===== src/rtl/xbar_return_arbiter_if.sv =====
// Return-path arbitration bundle between the slave return FIFOs (R or B)
// and one crossbar master's return FIFO.
//
// Signals:
//   slave_fifo_empty   per-slave return FIFO empty flag
//   slave_dest_master  decoded destination master of each FIFO front entry
//   slave_last         last flag of each FIFO front entry
//   master_fifo_full   this master's return FIFO is full
//   grant_slave_number granted slave index, idle code 2**$clog2(slaves)
//   push_to_fifo       granted slave presents an entry for this master
//   burst_active       arbiter is locked onto a burst
//   beat_count         beats moved in the current / most recent burst
//
// Modports:
//   master  the arbiter, which owns the grant and push side
//   slave   the surrounding FIFOs, which supply status and consume the grant
interface xbar_return_arbiter_if #(
    parameter int masters    = 2,
    parameter int slaves     = 2,
    parameter int BEAT_WIDTH = 9
);
    localparam int DEST_W  = (masters > 1) ? $clog2(masters) : 1;
    localparam int GRANT_W = $clog2(slaves) + 1;

    logic [slaves-1:0]             slave_fifo_empty;
    logic [slaves-1:0][DEST_W-1:0] slave_dest_master;
    logic [slaves-1:0]             slave_last;
    logic                          master_fifo_full;
    logic [GRANT_W-1:0]            grant_slave_number;
    logic                          push_to_fifo;
    logic                          burst_active;
    logic [BEAT_WIDTH-1:0]         beat_count;

    modport master (
        input  slave_fifo_empty,
        input  slave_dest_master,
        input  slave_last,
        input  master_fifo_full,
        output grant_slave_number,
        output push_to_fifo,
        output burst_active,
        output beat_count
    );

    modport slave (
        output slave_fifo_empty,
        output slave_dest_master,
        output slave_last,
        output master_fifo_full,
        input  grant_slave_number,
        input  push_to_fifo,
        input  burst_active,
        input  beat_count
    );
endinterface


===== src/rtl/xbar_return_arbiter.sv =====
// Round-robin return arbiter for one crossbar master. Picks among the slave
// return FIFOs whose front entry is addressed to this master, then stays
// locked on that slave until a beat flagged last has been transferred, so
// bursts are never interleaved.
//
// Ports:
//   ACLK    clock, rising edge
//   ARESET  synchronous active-high reset
//   bus     xbar_return_arbiter_if.master (see interface header)
module xbar_return_arbiter #(
    parameter int masters            = 2,
    parameter int slaves             = 2,
    parameter int i_am_master_number = 0,
    parameter int BEAT_WIDTH         = 9
) (
    input logic                   ACLK,
    input logic                   ARESET,
    xbar_return_arbiter_if.master bus
);
    localparam int GRANT_W = $clog2(slaves) + 1;
    localparam int SEL_W   = (slaves > 1) ? $clog2(slaves) : 1;
    localparam int DEST_W  = (masters > 1) ? $clog2(masters) : 1;

    // The idle code is one past the index range, so it can never alias a slave.
    localparam logic [GRANT_W-1:0]    IDLE_CODE = GRANT_W'(2 ** $clog2(slaves));
    localparam logic [DEST_W-1:0]     ME        = DEST_W'(i_am_master_number);
    localparam logic [BEAT_WIDTH-1:0] BEAT_MAX  = '1;

    typedef enum logic {IDLE, BURST} state_t;

    state_t                state_q, state_d;
    logic [GRANT_W-1:0]    grant_q, grant_d;
    logic [SEL_W-1:0]      rr_q, rr_d;
    logic [BEAT_WIDTH-1:0] beat_q, beat_d;

    logic [slaves-1:0] eligible;
    logic              found;
    logic [SEL_W-1:0]  pick_idx;
    logic [SEL_W-1:0]  grant_idx;
    logic [SEL_W-1:0]  rr_after;
    logic              push;
    logic              transfer;

    assign grant_idx = grant_q[SEL_W-1:0];

    always_comb begin
        for (int s = 0; s < slaves; s++) begin
            eligible[s] = ~bus.slave_fifo_empty[s] & (bus.slave_dest_master[s] == ME);
        end
    end

    // Scan from rr_q upward with wrap; the first eligible slave wins.
    always_comb begin
        found    = 1'b0;
        pick_idx = '0;
        for (int k = 0; k < slaves; k++) begin
            int               cand;
            logic [SEL_W-1:0] cand_idx;
            cand     = (int'(rr_q) + k) % slaves;
            cand_idx = SEL_W'(cand);
            if (!found && eligible[cand_idx]) begin
                found    = 1'b1;
                pick_idx = cand_idx;
            end
        end
    end

    // Pointer moves one past the slave that just finished; with a single
    // slave this folds to a constant zero.
    assign rr_after = (grant_idx == SEL_W'(slaves - 1)) ? '0 : grant_idx + 1'b1;

    // Reset masks the burst outputs immediately so an abandoned burst cannot
    // push during the reset cycle itself.
    assign push     = (state_q == BURST) & ~bus.slave_fifo_empty[grant_idx] & ~ARESET;
    assign transfer = push & ~bus.master_fifo_full;

    always_comb begin
        state_d = state_q;
        grant_d = grant_q;
        rr_d    = rr_q;
        beat_d  = beat_q;
        case (state_q)
            IDLE: begin
                grant_d = IDLE_CODE;
                if (found) begin
                    state_d = BURST;
                    grant_d = GRANT_W'(pick_idx);
                    beat_d  = '0;
                end
            end
            BURST: begin
                if (transfer) begin
                    if (beat_q != BEAT_MAX) begin
                        beat_d = beat_q + 1'b1;
                    end
                    if (bus.slave_last[grant_idx]) begin
                        state_d = IDLE;
                        grant_d = IDLE_CODE;
                        rr_d    = rr_after;
                    end
                end
            end
            default: begin
                state_d = IDLE;
                grant_d = IDLE_CODE;
            end
        endcase
    end

    always_ff @(posedge ACLK) begin
        if (ARESET) begin
            state_q <= IDLE;
            grant_q <= IDLE_CODE;
            rr_q    <= '0;
            beat_q  <= '0;
        end else begin
            state_q <= state_d;
            grant_q <= grant_d;
            rr_q    <= rr_d;
            beat_q  <= beat_d;
        end
    end

    assign bus.grant_slave_number = grant_q;
    assign bus.push_to_fifo       = push;
    assign bus.burst_active       = (state_q == BURST) & ~ARESET;
    assign bus.beat_count         = beat_q;
endmodule


===== src/flat_wrapper.sv =====
// flat-port wrapper written by rule: the top's interface ports become plain ports
module xbar_return_arbiter_flat 
#(
    parameter int masters            = 2,
    parameter int slaves             = 2,
    parameter int i_am_master_number = 0,
    parameter int BEAT_WIDTH         = 9
)
  (ACLK, ARESET, bus_slave_fifo_empty, bus_slave_dest_master, bus_slave_last, bus_master_fifo_full, bus_grant_slave_number, bus_push_to_fifo, bus_burst_active, bus_beat_count);
  xbar_return_arbiter_if #(.masters(masters), .slaves(slaves), .BEAT_WIDTH(BEAT_WIDTH)) bus_i ();
  input logic ACLK;
  input logic ARESET;
  input wire logic [$bits(bus_i.slave_fifo_empty)-1:0] bus_slave_fifo_empty;
  input wire logic [$bits(bus_i.slave_dest_master)-1:0] bus_slave_dest_master;
  input wire logic [$bits(bus_i.slave_last)-1:0] bus_slave_last;
  input wire logic [$bits(bus_i.master_fifo_full)-1:0] bus_master_fifo_full;
  output wire logic [$bits(bus_i.grant_slave_number)-1:0] bus_grant_slave_number;
  output wire logic [$bits(bus_i.push_to_fifo)-1:0] bus_push_to_fifo;
  output wire logic [$bits(bus_i.burst_active)-1:0] bus_burst_active;
  output wire logic [$bits(bus_i.beat_count)-1:0] bus_beat_count;
  assign bus_i.slave_fifo_empty = bus_slave_fifo_empty;
  assign bus_i.slave_dest_master = bus_slave_dest_master;
  assign bus_i.slave_last = bus_slave_last;
  assign bus_i.master_fifo_full = bus_master_fifo_full;
  assign bus_grant_slave_number = bus_i.grant_slave_number;
  assign bus_push_to_fifo = bus_i.push_to_fifo;
  assign bus_burst_active = bus_i.burst_active;
  assign bus_beat_count = bus_i.beat_count;
  xbar_return_arbiter #(.masters(masters), .slaves(slaves), .i_am_master_number(i_am_master_number), .BEAT_WIDTH(BEAT_WIDTH)) u_core (.ACLK(ACLK), .ARESET(ARESET), .bus(bus_i));
endmodule

===== config.mk =====
export PLATFORM = sky130hd
export DESIGN_NAME = xbar_return_arbiter_flat
export DESIGN_NICKNAME = d
export VERILOG_FILES = /design/src/rtl/xbar_return_arbiter_if.sv /design/src/rtl/xbar_return_arbiter.sv /design/src/flat_wrapper.sv
export SDC_FILE = /design/constraint.sdc
export NUM_CORES = 1
export LEC_CHECK = 0
export CAP_MARGIN = 10
export CORE_ASPECT_RATIO = 0.9
export CORE_MARGIN = 2
export CORE_UTILIZATION = 44
export DETAILED_ROUTE_END_ITERATION = 10
export PLACE_DENSITY = 0.77
export RECOVER_POWER = 100
export SYNTH_ARGS = -nofsm -noshare
export SYNTH_HDL_FRONTEND = slang
export SYNTH_SLANG_ARGS = --single-unit

===== constraint.sdc =====
create_clock -name ACLK -period 2.8 [get_ports ACLK]
set_input_delay 0.42 -clock ACLK [delete_from_list [all_inputs] [get_ports ACLK]]
set_output_delay 0.42 -clock ACLK [all_outputs]
set_load 0.05 [all_outputs]

==> flow_metrics.tcl, run 1 <==
set metrics [dict create \
    cts-resized-gates 0 \
    ys_ff_latch 13 \
    cts_root_buf "clkbuf_4" \
    regArea_um2 260 \
    final-setup-viol-count 0 \
    grt_pass1_wl_mm 2.48 \
    hpwl_mm 1.12 \
    endpoint_kind "register" \
    wl_per_cell_um 12.7 \
    synth_nets 88 \
    hold_viol 0 \
    yosys_most_used_dff "dfxtp_1" \
    drive_above_1_share 0.109 \
    track_usage 0.175 \
    worstMarginPinSlew_ns 0.606 \
    r2r_cells 8 \
    hold_path.class "reg -> reg" \
    clkSinkCount 13 \
    yosysSeqAreaShare 0.376 \
    first_pass_iters 4 \
    slowest_stage "or4_1" \
    viasPerCell 5.50 \
    start_util 0.473 \
    cts_hold_buf 0 \
    p_per_area_nw_per_um2 414 \
    routed_wl_mm 1.47 \
    cts_setup_buffers 0 \
    globalplace.congestion 0.802 \
    fin_nets 113 \
    port_buffers 21 \
    netlist_area_um2 692 \
    maxCapViolations 0 \
    cp-start-kind "register" \
    num_rows 13 \
    die-height_um 41.6 \
    numCtsBuffers 3 \
    place_area_um2 905 \
    path_max_fanout 9 \
    status "completed" \
    diodes 0 \
    fin_skew_ns 0.00396 \
    cp_slowest_stage_delay_ns 0.53 \
    yosys_warnings 0 \
    drc 0 \
    htree_num_levels 1 \
    die-area_um2 1910 \
    multi_input_comb_area_um2 384 \
    overflow 0 \
    slew_headroom 0.596 \
    synth_edf_count 0 \
    cts_max_path_buffers 2 \
    rsz0062_at_grt "false" \
    vias 638 \
    first_iter_violations 18 \
    required_ns 3.01 \
    insertion_delay_ns 0.27 \
    io_pins 22 \
    clk_pin_slew_ns 0.08 \
    p_leak_nw 0.356 \
    synth.distinct_cells 33 \
    period_needed_ns 2.39 \
    core_area_um2 1460 \
    grt_max_degree 11 \
    fill_cells 132 \
    ir_worst_vdd_mv 0.320 \
    antenna_found_initial 0 \
    syn_avg_cell_area_um2 8.99 \
    fmax_mhz 418 \
    hold_depth 1 \
    arrival_ns 2.60 \
    path_cells "and4_1, nand2_1, nor2_1, ha_1, nor4b_4, a22oi_1, or4_1, a21oi_1" \
    syn_inst 77 \
    path_class "reg -> reg" \
    most-common-layout-cells "dlygate4sd3_1 (13), dfxtp_1 (13), nand2_1 (9), a21oi_1 (9), clkdlybuf4s50_1 (6)" \
    die_w_um 45.8 \
    final_area_um2 913 \
    grt_pass1_vias 597 \
    drv_slew 0 \
    synthToLayoutAreaGrowth_pct 32.0 \
    synth_async_sr_flop_share 0 \
    fin_setup_tns_ns 0 \
    antenna_left 0 \
    tritoncts "built" \
    fin_crit_sh 0.854 \
]
[final timing paths]
path	end	startpoint	slack [ns]
hold / removal	u_core.bus.grant_slave_number[1]$_SDFFE_PP1P_	u_core.bus.grant_slave_number[1]$_SDFFE_PP1P_	0.46
setup / recovery	u_core.bus.beat_count[5]$_SDFFE_PP0P_	u_core.bus.beat_count[2]$_SDFFE_PP0P_	0.41
setup reg to reg	u_core.bus.beat_count[5]$_SDFFE_PP0P_	u_core.bus.beat_count[2]$_SDFFE_PP0P_	0.41
hold reg to reg	u_core.bus.grant_slave_number[1]$_SDFFE_PP1P_	u_core.bus.grant_slave_number[1]$_SDFFE_PP1P_	0.46
[sequential cells by signal, indices dropped and copies added, names as in the netlist]
signal,flops
u_core.rr_q,1
u_core.bus.beat_count,9
u_core.bus.grant_slave_number,2
u_core.state_q,1
[metrics by stage]
stage	util	worst slack [ns]	hold slack, ns	std cells	power [W]
final	0.624	0.408	0.463	116	0.000378
after global routing	0.624	0.259	0.512	116	0.000403
after global placement	0.618	0.485	0.449	112	0.000275
after detailed placement	0.618	0.443	0.458	112	0.000276
after floorplan	-	0.456	0.498	77	0.000250
after CTS	0.636	0.534	0.476	116	0.000393
[logic make-up after synthesis]
family,synth area share
simple gates,0.251
compound gates,0.244
flops,0.376
buf+inv,0.0434
mux,0.0362
fa+ha+maj,0.0362
xor+xnor,0.0127
[cell type report]
class	count	area share
sequential	13	0.285
clock buffer	4	0.0288
timing repair buffer	21	0.225
multi-input combinational	58	0.421
tap	15	0.0205
inverter	5	0.0205
[routing by layer]
metal | global-route usage | part of all wire | routed length (µm) | vias up
met4 | 0.0514 | 0.0068 | 10 | 0
met1 | 0.236 | 0.51 | 756 | 283
met3 | 0.0652 | 0.050 | 73 | 2
met2 | 0.256 | 0.43 | 629 | 15
met5 | 0 | 0 | 0 | -
li1 | - | - | - | 338
[report_power, final]
group	internal (W)	switching, W	total, W
Combinational	0.0000285	0.0000418	0.0000703
Sequential	0.000189	0.00000563	0.000195
Clock	0.0000552	0.0000577	0.000113
[synth_stat cells (2+ instances only)]
library cell	instances	area, µm²
a21oi_1	9	45.0
dfxtp_1	13	260
nand2_1	9	33.8
or4_1	2	15.0
nand4_1	3	18.8
inv_1	5	18.8
nand3_1	2	10.0
ha_1	2	25.0
o31ai_1	2	15.0
nor2_1	4	15.0
o21ai_0	3	15.0
o211ai_1	2	15.0
[worst max-delay path: cells and delay by family, from the launching register on]
kind / cells / cell delay, ns
AO/OA/AOI/OAI: 2 / 0.41
AND/OR/NAND/NOR: 5 / 1.35
flip-flops: 1 / 0.36
adder cells (fa/ha/maj): 1 / 0.21
Power figures use the tool's default switching activity.
==> run 2, diff against run 1 <==
--- a/config.mk
+++ b/config.mk
@@ -11,7 +11,7 @@
 export CORE_UTILIZATION = 44
 export DETAILED_ROUTE_END_ITERATION = 10
 export PLACE_DENSITY = 0.77
-export RECOVER_POWER = 100
+export RECOVER_POWER = 50
 export SYNTH_ARGS = -nofsm -noshare
 export SYNTH_HDL_FRONTEND = slang
 export SYNTH_SLANG_ARGS = --single-unit
==> flow_metrics.tcl, run 2 (synthesis results as in run 1) <==
set metrics [dict create \
    hold_viol 0 \
    rsz0062_at_grt "false" \
    cts_root_buf "clkbuf_4" \
    mostFrequentLayoutCell "dfxtp_1" \
    worstSetupEndpoint "bus_push_to_fifo" \
    period_needed_ns 2.40 \
    first_pass_iters 4 \
    path_class "in -> out" \
    ir_worst_vdd_mv 0.321 \
    synthToLayoutAreaGrowth_pct 34.0 \
    grt_max_degree 11 \
    clkSinkCount 13 \
    fin_crit_sh 0.856 \
    grt_pass1_wl_mm 2.48 \
    path_max_fanout 8 \
    startpoint "bus_slave_fifo_empty[1]" \
    first_iter_violations 15 \
    track_usage 0.175 \
    cts_setup_buffers 0 \
    status "completed" \
    reg2reg_from "u_core.bus.beat_count[2]$_SDFFE_PP0P_" \
    tritoncts "built" \
    viasPerCell 5.52 \
    core_area_um2 1460 \
    final-setup-viol-count 0 \
    routed_wl_mm 1.46 \
    cp-start-kind "input pin" \
    largest_register_ffs 9 \
    endpoint_kind "output pin" \
    start_util 0.473 \
    rrSetupSlack_ns 0.51 \
    worstMarginPinSlew_ns 0.691 \
    maxCapViolations 0 \
    whs_ns 0.463 \
    port_buffers 21 \
    antenna_found_initial 0 \
    slew_headroom 0.526 \
    fin_setup_tns_ns 0 \
    final_core_util 0.633 \
    required_ns 2.38 \
    antenna_left 0 \
    die_w_um 45.8 \
    hold_path.class "reg -> reg" \
    hpwl_mm 1.12 \
    hold_start "u_core.bus.grant_slave_number[1]$_SDFFE_PP1P_" \
    htree_num_levels 1 \
    rr_endpoint "u_core.bus.beat_count[5]$_SDFFE_PP0P_" \
    drive_above_1_share 0.119 \
    cts_hold_buf 0 \
    wl_per_cell_um 12.6 \
    drc 0 \
    drv_slew 0 \
    most-common-layout-cells "dfxtp_1 (13), clkdlybuf4s50_1 (10), nand2_1 (9), a21oi_1 (9), dlygate4sd3_1 (9)" \
    overflow 0 \
    grt_pass1_vias 597 \
    clk_pin_slew_ns 0.07 \
    die-area_um2 1910 \
    fmax_mhz 417 \
    cts-resized-gates 0 \
    num_rows 13 \
    insertion_delay_ns 0.27 \
    globalplace.congestion 0.802 \
    diodes 0 \
    numCtsBuffers 3 \
    cts_max_path_buffers 2 \
    die-height_um 41.6 \
    p_leak_nw 0.371 \
    fin_nets 113 \
    fin_skew_ns 0.00318 \
    p_per_area_nw_per_um2 413 \
    vias 640 \
    io_pins 22 \
    arrival_ns 1.98 \
    r2r_cells 8 \
]
[run 2: worst max-delay path: stages]
cell	delay, ns
dlygate4sd3_1	0.57
mux2i_1	0.57
and2_1	0.22
buf_4	0.19
[run 2: stage by stage]
step	instance area, µm²	worst slack (ns)	cells	total power, W
after CTS	931	0.534	116	0.000393
after global placement	905	0.485	112	0.000275
after global routing	927	0.350	116	0.000408
after detailed placement	905	0.443	112	0.000276
final	927	0.403	116	0.000383
after floorplan	692	0.456	77	0.000250
[run 2: worst min path at each step]
stage | endpoint | cells past startpoint | slack, ns
floorplan | u_core.rr_q$_SDFFE_PP0P_ | 2 | 0.50
global placement | u_core.bus.grant_slave_number[1]$_SDFFE_PP1P_ | 1 | 0.45
detailed placement | u_core.bus.grant_slave_number[1]$_SDFFE_PP1P_ | 1 | 0.46
CTS | u_core.bus.grant_slave_number[1]$_SDFFE_PP1P_ | 1 | 0.48
global route | u_core.bus.beat_count[5]$_SDFFE_PP0P_ | 2 | 0.51
finish | u_core.bus.grant_slave_number[1]$_SDFFE_PP1P_ | 1 | 0.46
[run 2: cell type report]
class | count | area (µm²)
repair buffers | 21 | 205
fillers | 131 | 537
clock buffers | 4 | 26.3
multi-input cells | 58 | 398
inverters | 5 | 18.8
flip-flops and latches | 13 | 260
well taps | 15 | 18.8
[run 2: where the power goes]
part | switching, W | internal (W)
sequential | 0.00000588 | 0.000189
clock | 0.0000571 | 0.0000552
combinational | 0.0000439 | 0.0000314
[run 2: layer usage]
metal,global-route usage,vias to the layer above,share of wire
li1,-,336,-
met1,0.236,289,0.52
met2,0.256,15,0.44
met3,0.0652,0,0.046
met4,0.0514,0,0
met5,0,-,0
==> run 3, diff against run 2 <==
--- a/config.mk
+++ b/config.mk
@@ -10,6 +10,7 @@
 export CORE_MARGIN = 2
 export CORE_UTILIZATION = 44
 export DETAILED_ROUTE_END_ITERATION = 10
+export HOLD_SLACK_MARGIN = 0.15
 export PLACE_DENSITY = 0.77
 export RECOVER_POWER = 50
 export SYNTH_ARGS = -nofsm -noshare
==> results of run 3 <==
Final layout, timing and power as in run 2 (identical DEF).
